<file path="config.mk">
export PLATFORM = sky130hd
export DESIGN_NAME = mem_port_arbiter
export DESIGN_NICKNAME = d
export VERILOG_FILES = /design/src/rtl/sparc_mem_pkg.sv /design/src/rtl/mem_arb_rr.sv /design/src/rtl/mem_port_arbiter.sv
export SDC_FILE = /design/constraint.sdc
export NUM_CORES = 1
export LEC_CHECK = 0
export ABC_AREA = 1
export CAP_MARGIN = 15
export CORE_MARGIN = 5
export CORE_UTILIZATION = 40
export CTS_CLUSTER_DIAMETER = 200
export DETAILED_ROUTE_END_ITERATION = 7
export PLACE_DENSITY = 0.76
export SYNTH_ARGS = -nofsm -noshare
export SYNTH_HDL_FRONTEND = slang
export SYNTH_HIERARCHICAL = 1
export SYNTH_SLANG_ARGS = --single-unit
export TNS_END_PERCENT = 5
</file>
<file path="constraint.sdc">
create_clock -name Clk -period 8 [get_ports Clk]
set_input_delay 0.8 -clock Clk [delete_from_list [all_inputs] [get_ports Clk]]
set_output_delay 0.8 -clock Clk [all_outputs]
set_load 0.005 [all_outputs]
</file>
<file path="src/rtl/sparc_mem_pkg.sv">
// Shared definitions for the SPARC memory-port arbiter.
//   arb_state_e    : arbiter FSM states (IDLE / ISSUE / WAIT / RESP)
//   OP_*           : RAM opcode constants; fetches always use OP_LD_WORD
//   ADDR_W_DEFAULT : default RAM byte-address width
package sparc_mem_pkg;

  localparam int ADDR_W_DEFAULT = 9;

  localparam logic [5:0] OP_LD_WORD  = 6'h00;
  localparam logic [5:0] OP_LD_UBYTE = 6'h01;
  localparam logic [5:0] OP_LD_UHALF = 6'h02;
  localparam logic [5:0] OP_ST_WORD  = 6'h04;
  localparam logic [5:0] OP_ST_BYTE  = 6'h05;
  localparam logic [5:0] OP_ST_HALF  = 6'h06;

  typedef enum logic [1:0] {
    ST_IDLE  = 2'd0,
    ST_ISSUE = 2'd1,
    ST_WAIT  = 2'd2,
    ST_RESP  = 2'd3
  } arb_state_e;

endpackage

</file>
<file path="src/rtl/mem_arb_rr.sv">
// Two-requester tie-break for the memory port.
//   clk, rst     : clock, asynchronous active-high reset
//   f_req, d_req : fetch / data requests
//   take         : the current grant is being accepted (arbiter idle)
//   grant_valid  : at least one requester is asking
//   grant_data   : 0 = fetch wins, 1 = data wins
// A single last-served flop breaks ties in favour of the side not served
// last. It resets to "fetch", so the first contested grant goes to data.
module mem_arb_rr (
  input  logic clk,
  input  logic rst,
  input  logic f_req,
  input  logic d_req,
  input  logic take,
  output logic grant_valid,
  output logic grant_data
);

  logic last_data_r;

  // Grant selection from the live requests and the last-served side.
  always_comb begin
    grant_valid = f_req | d_req;
    grant_data  = 1'b0;
    if (f_req && d_req) begin
      grant_data = ~last_data_r;
    end else if (d_req) begin
      grant_data = 1'b1;
    end else begin
      grant_data = 1'b0;
    end
  end

  // Last-served flop, updated only when a grant is actually taken.
  always_ff @(posedge clk or posedge rst) begin
    if (rst) begin
      last_data_r <= 1'b0;
    end else if (take) begin
      last_data_r <= grant_data;
    end else begin
      last_data_r <= last_data_r;
    end
  end

endmodule

</file>
<file path="src/rtl/mem_port_arbiter.sv">
// Shares one RAM port between instruction fetch (F_*) and load/store (D_*).
//   Clk, RESET          : clock, asynchronous active-high reset
//   F_req/F_addr        : fetch request; F_ack pulse, F_data result word
//   D_req/D_addr/D_op/D_wdata : data request; D_ack pulse, D_rdata result
//   RAM_enable/RAM_OpCode/RAM_addr/RAM_wdata : RAM command, held ISSUE..WAIT
//   RAM_rdata, MFC      : RAM read data and completion strobe
//   busy, grant_id      : FSM not idle; owner of current/last transaction
//   timeout_err         : sticky abort flag
// Optional feature macro ARB_TIMEOUT_EN: abort a WAIT that sees no MFC for
// TIMEOUT cycles, returning a zero word. Without it the port waits forever.
// All outputs are flops with asynchronous reset, so RAM_enable and busy
// drop the moment RESET rises.
module mem_port_arbiter
  import sparc_mem_pkg::*;
#(
  parameter int ADDR_W  = ADDR_W_DEFAULT,
  parameter int TIMEOUT = 15
) (
  input  logic              Clk,
  input  logic              RESET,
  input  logic              F_req,
  input  logic [ADDR_W-1:0] F_addr,
  output logic              F_ack,
  output logic [31:0]       F_data,
  input  logic              D_req,
  input  logic [ADDR_W-1:0] D_addr,
  input  logic [5:0]        D_op,
  input  logic [31:0]       D_wdata,
  output logic              D_ack,
  output logic [31:0]       D_rdata,
  output logic              RAM_enable,
  output logic [5:0]        RAM_OpCode,
  output logic [ADDR_W-1:0] RAM_addr,
  output logic [31:0]       RAM_wdata,
  input  logic [31:0]       RAM_rdata,
  input  logic              MFC,
  output logic              busy,
  output logic              grant_id,
  output logic              timeout_err
);

  arb_state_e        state_r;
  arb_state_e        state_s;
  logic              grant_valid_s;
  logic              grant_data_s;
  logic              take_s;
  logic              mfc_hit_s;
  logic              abort_s;
  logic              done_s;
  logic [31:0]       resp_word_s;
  logic              ram_enable_r;
  logic              busy_r;
  logic              f_ack_r;
  logic              d_ack_r;
  logic              grant_id_r;
  logic [5:0]        ram_op_r;
  logic [ADDR_W-1:0] ram_addr_r;
  logic [31:0]       ram_wdata_r;
  logic [31:0]       f_data_r;
  logic [31:0]       d_rdata_r;

  mem_arb_rr u_arb (
    .clk         (Clk),
    .rst         (RESET),
    .f_req       (F_req),
    .d_req       (D_req),
    .take        (take_s),
    .grant_valid (grant_valid_s),
    .grant_data  (grant_data_s)
  );

  // New requests are only looked at in IDLE; MFC only counts in WAIT.
  assign take_s      = (state_r == ST_IDLE) & grant_valid_s;
  assign mfc_hit_s   = (state_r == ST_WAIT) & MFC;
  assign done_s      = mfc_hit_s | abort_s;
  assign resp_word_s = mfc_hit_s ? RAM_rdata : 32'h0000_0000;

`ifdef ARB_TIMEOUT_EN
  localparam int CNT_W = (TIMEOUT < 2) ? 1 : $clog2(TIMEOUT + 1);

  logic [CNT_W-1:0] wait_cnt_r;
  logic             timeout_err_r;

  // A real MFC on the final cycle still wins over the abort.
  assign abort_s = (state_r == ST_WAIT) & ~MFC & (wait_cnt_r == CNT_W'(TIMEOUT));

  // WAIT-cycle counter: zeroed while in ISSUE (i.e. on WAIT entry).
  always_ff @(posedge Clk or posedge RESET) begin
    if (RESET) begin
      wait_cnt_r <= '0;
    end else if (state_r == ST_ISSUE) begin
      wait_cnt_r <= '0;
    end else if ((state_r == ST_WAIT) && !MFC && !abort_s) begin
      wait_cnt_r <= wait_cnt_r + CNT_W'(1);
    end else begin
      wait_cnt_r <= wait_cnt_r;
    end
  end

  // Sticky abort flag; only RESET clears it.
  always_ff @(posedge Clk or posedge RESET) begin
    if (RESET) begin
      timeout_err_r <= 1'b0;
    end else if (abort_s) begin
      timeout_err_r <= 1'b1;
    end else begin
      timeout_err_r <= timeout_err_r;
    end
  end

  assign timeout_err = timeout_err_r;
`else
  assign abort_s     = 1'b0;
  assign timeout_err = 1'b0;
`endif

  // Next-state logic.
  always_comb begin
    state_s = state_r;
    case (state_r)
      ST_IDLE: begin
        if (grant_valid_s) begin
          state_s = ST_ISSUE;
        end else begin
          state_s = ST_IDLE;
        end
      end
      ST_ISSUE: state_s = ST_WAIT;
      ST_WAIT: begin
        if (done_s) begin
          state_s = ST_RESP;
        end else begin
          state_s = ST_WAIT;
        end
      end
      ST_RESP: state_s = ST_IDLE;
      default: state_s = ST_IDLE;
    endcase
  end

  // State register.
  always_ff @(posedge Clk or posedge RESET) begin
    if (RESET) begin
      state_r <= ST_IDLE;
    end else begin
      state_r <= state_s;
    end
  end

  // Control outputs registered from the next state so they line up with it.
  always_ff @(posedge Clk or posedge RESET) begin
    if (RESET) begin
      ram_enable_r <= 1'b0;
      busy_r       <= 1'b0;
      f_ack_r      <= 1'b0;
      d_ack_r      <= 1'b0;
    end else begin
      ram_enable_r <= (state_s == ST_ISSUE) || (state_s == ST_WAIT);
      busy_r       <= (state_s != ST_IDLE);
      f_ack_r      <= (state_s == ST_RESP) && !grant_id_r;
      d_ack_r      <= (state_s == ST_RESP) && grant_id_r;
    end
  end

  // Command latch: captured at grant and held until the next grant.
  always_ff @(posedge Clk or posedge RESET) begin
    if (RESET) begin
      grant_id_r  <= 1'b0;
      ram_op_r    <= 6'h00;
      ram_addr_r  <= '0;
      ram_wdata_r <= 32'h0000_0000;
    end else if (take_s && grant_data_s) begin
      grant_id_r  <= 1'b1;
      ram_op_r    <= D_op;
      ram_addr_r  <= D_addr;
      ram_wdata_r <= D_wdata;
    end else if (take_s) begin
      grant_id_r  <= 1'b0;
      ram_op_r    <= OP_LD_WORD;
      ram_addr_r  <= F_addr;
      ram_wdata_r <= 32'h0000_0000;
    end else begin
      grant_id_r  <= grant_id_r;
      ram_op_r    <= ram_op_r;
      ram_addr_r  <= ram_addr_r;
      ram_wdata_r <= ram_wdata_r;
    end
  end

  // Result words: only the owner's register is touched (stores included).
  always_ff @(posedge Clk or posedge RESET) begin
    if (RESET) begin
      f_data_r  <= 32'h0000_0000;
      d_rdata_r <= 32'h0000_0000;
    end else if (done_s && grant_id_r) begin
      d_rdata_r <= resp_word_s;
    end else if (done_s) begin
      f_data_r  <= resp_word_s;
    end else begin
      f_data_r  <= f_data_r;
      d_rdata_r <= d_rdata_r;
    end
  end

  assign RAM_enable = ram_enable_r;
  assign busy       = busy_r;
  assign F_ack      = f_ack_r;
  assign D_ack      = d_ack_r;
  assign grant_id   = grant_id_r;
  assign RAM_OpCode = ram_op_r;
  assign RAM_addr   = ram_addr_r;
  assign RAM_wdata  = ram_wdata_r;
  assign F_data     = f_data_r;
  assign D_rdata    = d_rdata_r;

endmodule

</file>
==> results.toml, run 1 <==
[run_status]
status = "completed"

[floorplanning]
start_util_pct = 41.1
ioPinCount = 210
die_h_um = 122
dieArea_um2 = 14800
core-area_um2 = 12100
rows = 40
die_x_um = 122

[worst_setup_path]
critPathTopFamily = "flip-flops"
crit_path_end_kind = "output pin"
crit_path_top_delay_cell = "dfrtp_2"
worst-path-buf-inv = 1
slowest_delay_ns = 0.93
path_cells = "clkdlybuf4s50_1"
worstPathMaxFanout = 38
crit_type = "flip-flop to output pin"
cp.required_ns = 7.20
worstPathArrival_ns = 2.02
cp-start-kind = "flip-flop"

[sta]
hold_violations = 0
skew_ns = 0.0112
worst_pin_slew_ns = 0.864
setup_slack_ns = 5.18
setup_viol_count_final = 0
clock.fmax_mhz = 354
min_period_over_period_pct = 35.3
relSlewSlack_pct = 42.4
fin_crit_ns = 2.82
setup_tns_ns = 0
rsz0062_at_grt = "false"
drv_slew = 0

[clock_network]
h-tree-depth = 4
cts_tree = "done"
ctsResizeCount = 0
cts-root-buf = "clkbuf_16"
clk_pin_slew_ns = 0.06
cts.sinks = 119
cts_hold_buffers = 0
insertion_delay_ns = 0.41
cts_setup_buffers = 0
cts_buffers = 17
clk_path_buf_depth = 2

[global_route]
grt_pass1_vias = 4688
grt_use_total_pct = 20.3
grt_max_degree = 63
antenna_found_initial = 0
grt_overflow = 0
grt_pass1_wl_um = 23700

[synthesis]
yosysTopAreaCellShare_pct = 59.8
synthDistinctLibCells = 22
ys.warnings.count = 6
syn-num-nets = 658
synth_area_leaders = "dfrtp_1 60%, nand2_1 18%, nand3_1 4.9%, o21ai_1 4.4%, inv_1 2.2%"
synth_area_um2 = 4980
syn_inst = 560
ys_seq_elements = 119
yosysTopAreaCell = "dfrtp_1"
postSynthAreaPerCell_um2 = 8.90
ys_seq_area_share_pct = 59.8

[placement]
globalplace.congestion = 0.874
numPortBuffers = 208
post-place-ws_ns = 5.06
dp_hpwl_um = 10300

[final_layout]
final_common_cell = "nand2_1"
final_cell_mix = "245 x nand2_1, 208 x clkdlybuf4s50_1, 118 x dfrtp_1"
fillCellCount = 993
final-seq-area_um2 = 2980
fin_nets = 853
multiInputGateArea_um2 = 1650
final_layout_size_suffix_gt1_share_pct = 6.25
synthToLayoutAreaGrowth_pct = 54.9
n_antenna_cell = 0

[drt]
wl_per_cell_um = 15.8
routed_wl_um = 14800
first_pass_iters = 6
drc = 0
antenna_left = 0
dr_total_vias = 4564
vias_per_cell = 4.88
drtIter0Drc = 324

[power]
clock_power_share_pct = 26.8
p_comb_share_pct = 38.3
swShare_pct = 32.4
p_leak_uw = 0.00372
power_per_cell_area_nw_per_um2 = 401
internal_power_uw = 2090
ir_drop_mv = 0.209
switching_power_uw = 1000
seqPwrFrac_pct = 34.9

[min_path]
hp-class = "flip-flop to flip-flop"

[run]
maxCapViolations = 0
==> flip-flops by register name (all words and copies together) (netlist names) <==
register / flops
grant_id: 1
busy: 1
D_ack: 1
RAM_wdata: 32
RAM_enable: 1
u_arb/last_data_r: 1
state_r: 2
F_ack: 1
F_data: 32
RAM_OpCode: 6
D_rdata: 32
RAM_addr: 9
==> cells in the mapped netlist <==
cell	n
inv_1	29
o21ai_0	17
or2_1	1
ha_1	5
nand2_2	1
nor2_1	1
clkbuf_1	4
nor2_4	2
conb_1	1
o21ai_2	6
inv_2	1
buf_6	7
nand3_1	49
inv_4	1
o21ai_1	44
clkbuf_2	5
a21boi_1	1
clkinv_1	1
buf_2	9
buf_4	11
dfrtp_1	119
nand2_1	245
==> per-layer routing <==
| metal | share of wire [%] | global-route usage, % | vias up |
|---|---|---|---|
| met5 | 0 | 0 | - |
| met4 | 1.9 | 8.12 | 0 |
| met3 | 11 | 8.54 | 23 |
| met2 | 44 | 30.0 | 239 |
| met1 | 43 | 26.5 | 2155 |
| li1 | - | - | 2147 |
==> final timing paths <==
path,from,end,slack [ns],cells past startpoint
min in group asynchronous,RESET,u_arb/last_data_r,0.64,2
max reg2reg,grant_id,D_rdata[23],5.63,4
min reg2reg,D_rdata[28],D_rdata[28],0.48,2
max,grant_id,grant_id,5.18,1
min,D_rdata[28],D_rdata[28],0.48,2
max in group asynchronous,RESET,grant_id,5.77,3
==> through the flow <==
step	hold slack (ns)	instance area, um2	total power, uW	std cells	util (%)
CTS	0.481	7720	3120	936	63.7
detailed placement	0.466	7070	2270	904	58.4
global placement	0.461	7070	2230	904	58.4
floorplan	0.469	4980	1550	560	-
finish	0.479	7720	3090	936	63.7
global route	0.500	7720	3300	936	63.7
==> power groups by stage <==
stage / registers, uW / clock network [uW] / logic, uW
6_report: 1080 / 830 / 1180
5_1_grt: 1110 / 871 / 1310
4_1_cts: 1080 / 840 / 1200
3_5_place_dp: 1080 / 0 / 1190
3_3_place_gp: 1080 / 0 / 1160
2_1_floorplan: 1050 / 0 / 507
==> kinds of logic (layout without fill, tap and decap cells) <==
group	Yosys count	after routing	synth area share, %
flops	119	119	59.8
compound gates	68	68	7.33
other cells	1	1	0.0753
buf+inv	68	276	7.41
fa+ha+maj	5	5	1.26
simple gates	299	299	24.2
==> layout make-up <==
class                      count  share of cell area, %
sequential                   119                   38.6
timing repair buffer         212                   27.4
multi-input combinational    373                   21.3
clock buffer                  20                   5.79
tap                          168                   2.72
clock inverter                12                   2.59
inverter                      32                   1.62
(Power assumes the default switching activity.)
==> run 2, diff against run 1 <==
==> constraint.sdc (replaced) <==
create_clock -name Clk -period 2.6 [get_ports Clk]
set_input_delay 0.26 -clock Clk [delete_from_list [all_inputs] [get_ports Clk]]
set_output_delay 0.26 -clock Clk [all_outputs]
set_load 0.005 [all_outputs]
==> run 2 against run 1 <==
Wire length shrank 0.72%. Combinational power grew to 3.2 times the previous value. Worst hold slack lost 0.36 ns. Sequential power grew to 3.0 times the previous value. Setup slack lost 4.4 ns. Non-clock buffer count grew 4. Largest cell class unchanged.
==> results.toml, run 2 (synthesis gave the netlist of run 1 again) <==
[sta]
setup_slack_ns = 0.823
relSlewSlack_pct = 48.0
fin_crit_ns = 1.78
hold_violations = 0
setup_tns_ns = 0
min_period_over_period_pct = 68.4
drv_slew = 0
skew_ns = 0.00699
clock.fmax_mhz = 563
worst_pin_slew_ns = 0.779
hold_ws_ns = 0.115
setup_viol_count_final = 0
rsz0062_at_grt = "false"

[global_route]
antenna_found_initial = 0
grt_pass1_vias = 4818
grt_use_total_pct = 20.5
grt_max_degree = 65
grt_pass1_wl_um = 24100
grt_overflow = 0

[clock_network]
clk_pin_slew_ns = 0.05
cts_tree = "done"
cts-root-buf = "clkbuf_16"
cts_hold_buffers = 0
ctsResizeCount = 0
clk_path_buf_depth = 2
cts_setup_buffers = 0
cts.sinks = 119
cts_buffers = 17
insertion_delay_ns = 0.40
h-tree-depth = 4

[worst_setup_path]
slowest_delay_ns = 0.59
cp_common_cell = "nand2_1"
crit_path_top_delay_cell = "nor2_4"
worstPathMaxFanout = 31
worstRegToRegCells = 6
r2r-end = "D_rdata[13]"
path_cells = "inv_1 -> ha_1 -> nand2_2 -> nor2_4 -> nand2_1 -> nand2_1"
regToRegStartpoint = "state_r[0]"
worstPathArrival_ns = 2.11
crit_type = "flip-flop to flip-flop"
cp.required_ns = 2.94
crit_path_end_kind = "flip-flop"
cp-start-kind = "flip-flop"
rrSetupSlack_ns = 0.82

[floorplanning]
die_h_um = 122
start_util_pct = 41.1
dieArea_um2 = 14800
core-area_um2 = 12100
rows = 40
ioPinCount = 210
die_x_um = 122

[drt]
drtIter0Drc = 373
drc = 0
antenna_left = 0
wl_per_cell_um = 15.7
routed_wl_um = 14700
dr_total_vias = 4547
vias_per_cell = 4.85
first_pass_iters = 5

[run]
maxCapViolations = 0

[placement]
globalplace.congestion = 0.829
dp_hpwl_um = 10400
post-place-ws_ns = 0.574
place_inst = 908
numPortBuffers = 208

[power]
p_leak_uw = 0.00374
power_per_cell_area_nw_per_um2 = 1210
ir_drop_mv = 0.517

[final_layout]
synthToLayoutAreaGrowth_pct = 55.2
final_cell_mix = "245 x nand2_1, 208 x clkdlybuf4s50_1, 118 x dfrtp_1"
fin_nets = 857
instances_no_fill = 938
n_antenna_cell = 0
final_common_cell = "nand2_1"
final_layout_size_suffix_gt1_share_pct = 6.75

[min_path]
hp-class = "primary input to asynchronous set/reset pin"

[run_status]
status = "completed"
## run 2: cell types whose count changed in the layout (fill, tap and decap cells not counted), sizes merged
cell,before,now
clkbuf,20,22
inv,31,30
bufinv,5,3
buf,4,8
clkinv,5,4
## run 2: per-stage QoR
stage          cell area [um2]  power (uW)  util [%]
6_report                  7730        9380      63.8
2_1_floorplan             4990        4790         -
3_5_place_dp              7120        7020      58.8
4_1_cts                   7730        9480      63.8
5_1_grt                   7730       10000      63.8
3_3_place_gp              7120        6870      58.8
## run 2: area by class of cell
cell class / instances / area, um2
clock inverter: 8 / 120
multi-input combinational: 373 / 1650
tap: 168 / 210
timing repair buffer: 216 / 2150
fill: 997 / 4380
clock buffer: 22 / 494
sequential: 119 / 2980
inverter: 32 / 126
## run 2: where the power goes
group          switching, uW  internal [uW]  total (uW)
registers                494           2720        3210
clock network            792           1620        2410
logic                   1750           2010        3760
## run 2: worst max-delay path by stage
stage                    start     endpoint  slack [ns]  cells after the start
floorplan                RESET        D_ack        0.90                      1
global placement         F_req  RAM_addr[1]        0.63                      7
detailed placement       F_req  RAM_addr[7]        0.57                      7
CTS                 state_r[0]  D_rdata[13]        0.79                      6
global route        state_r[0]  D_rdata[13]        0.66                      6
finish              state_r[0]  D_rdata[13]        0.82                      6
## run 2: per-layer routing
metal	GRT usage, %	vias up	part of all wire (%)
met2	31.8	234	45
met4	6.79	0	1.5
li1	-	2150	-
met1	26.1	2145	42
met3	8.77	18	11
met5	0	-	0
## run 2: critical path: cells and delay by family, from the launching register on
kind / cells / cell delay [ns]
DFF: 1 / 0.36
adders and majority gates: 1 / 0.23
and+or+nand+nor: 4 / 1.02
buffers and inverters: 1 / 0.09
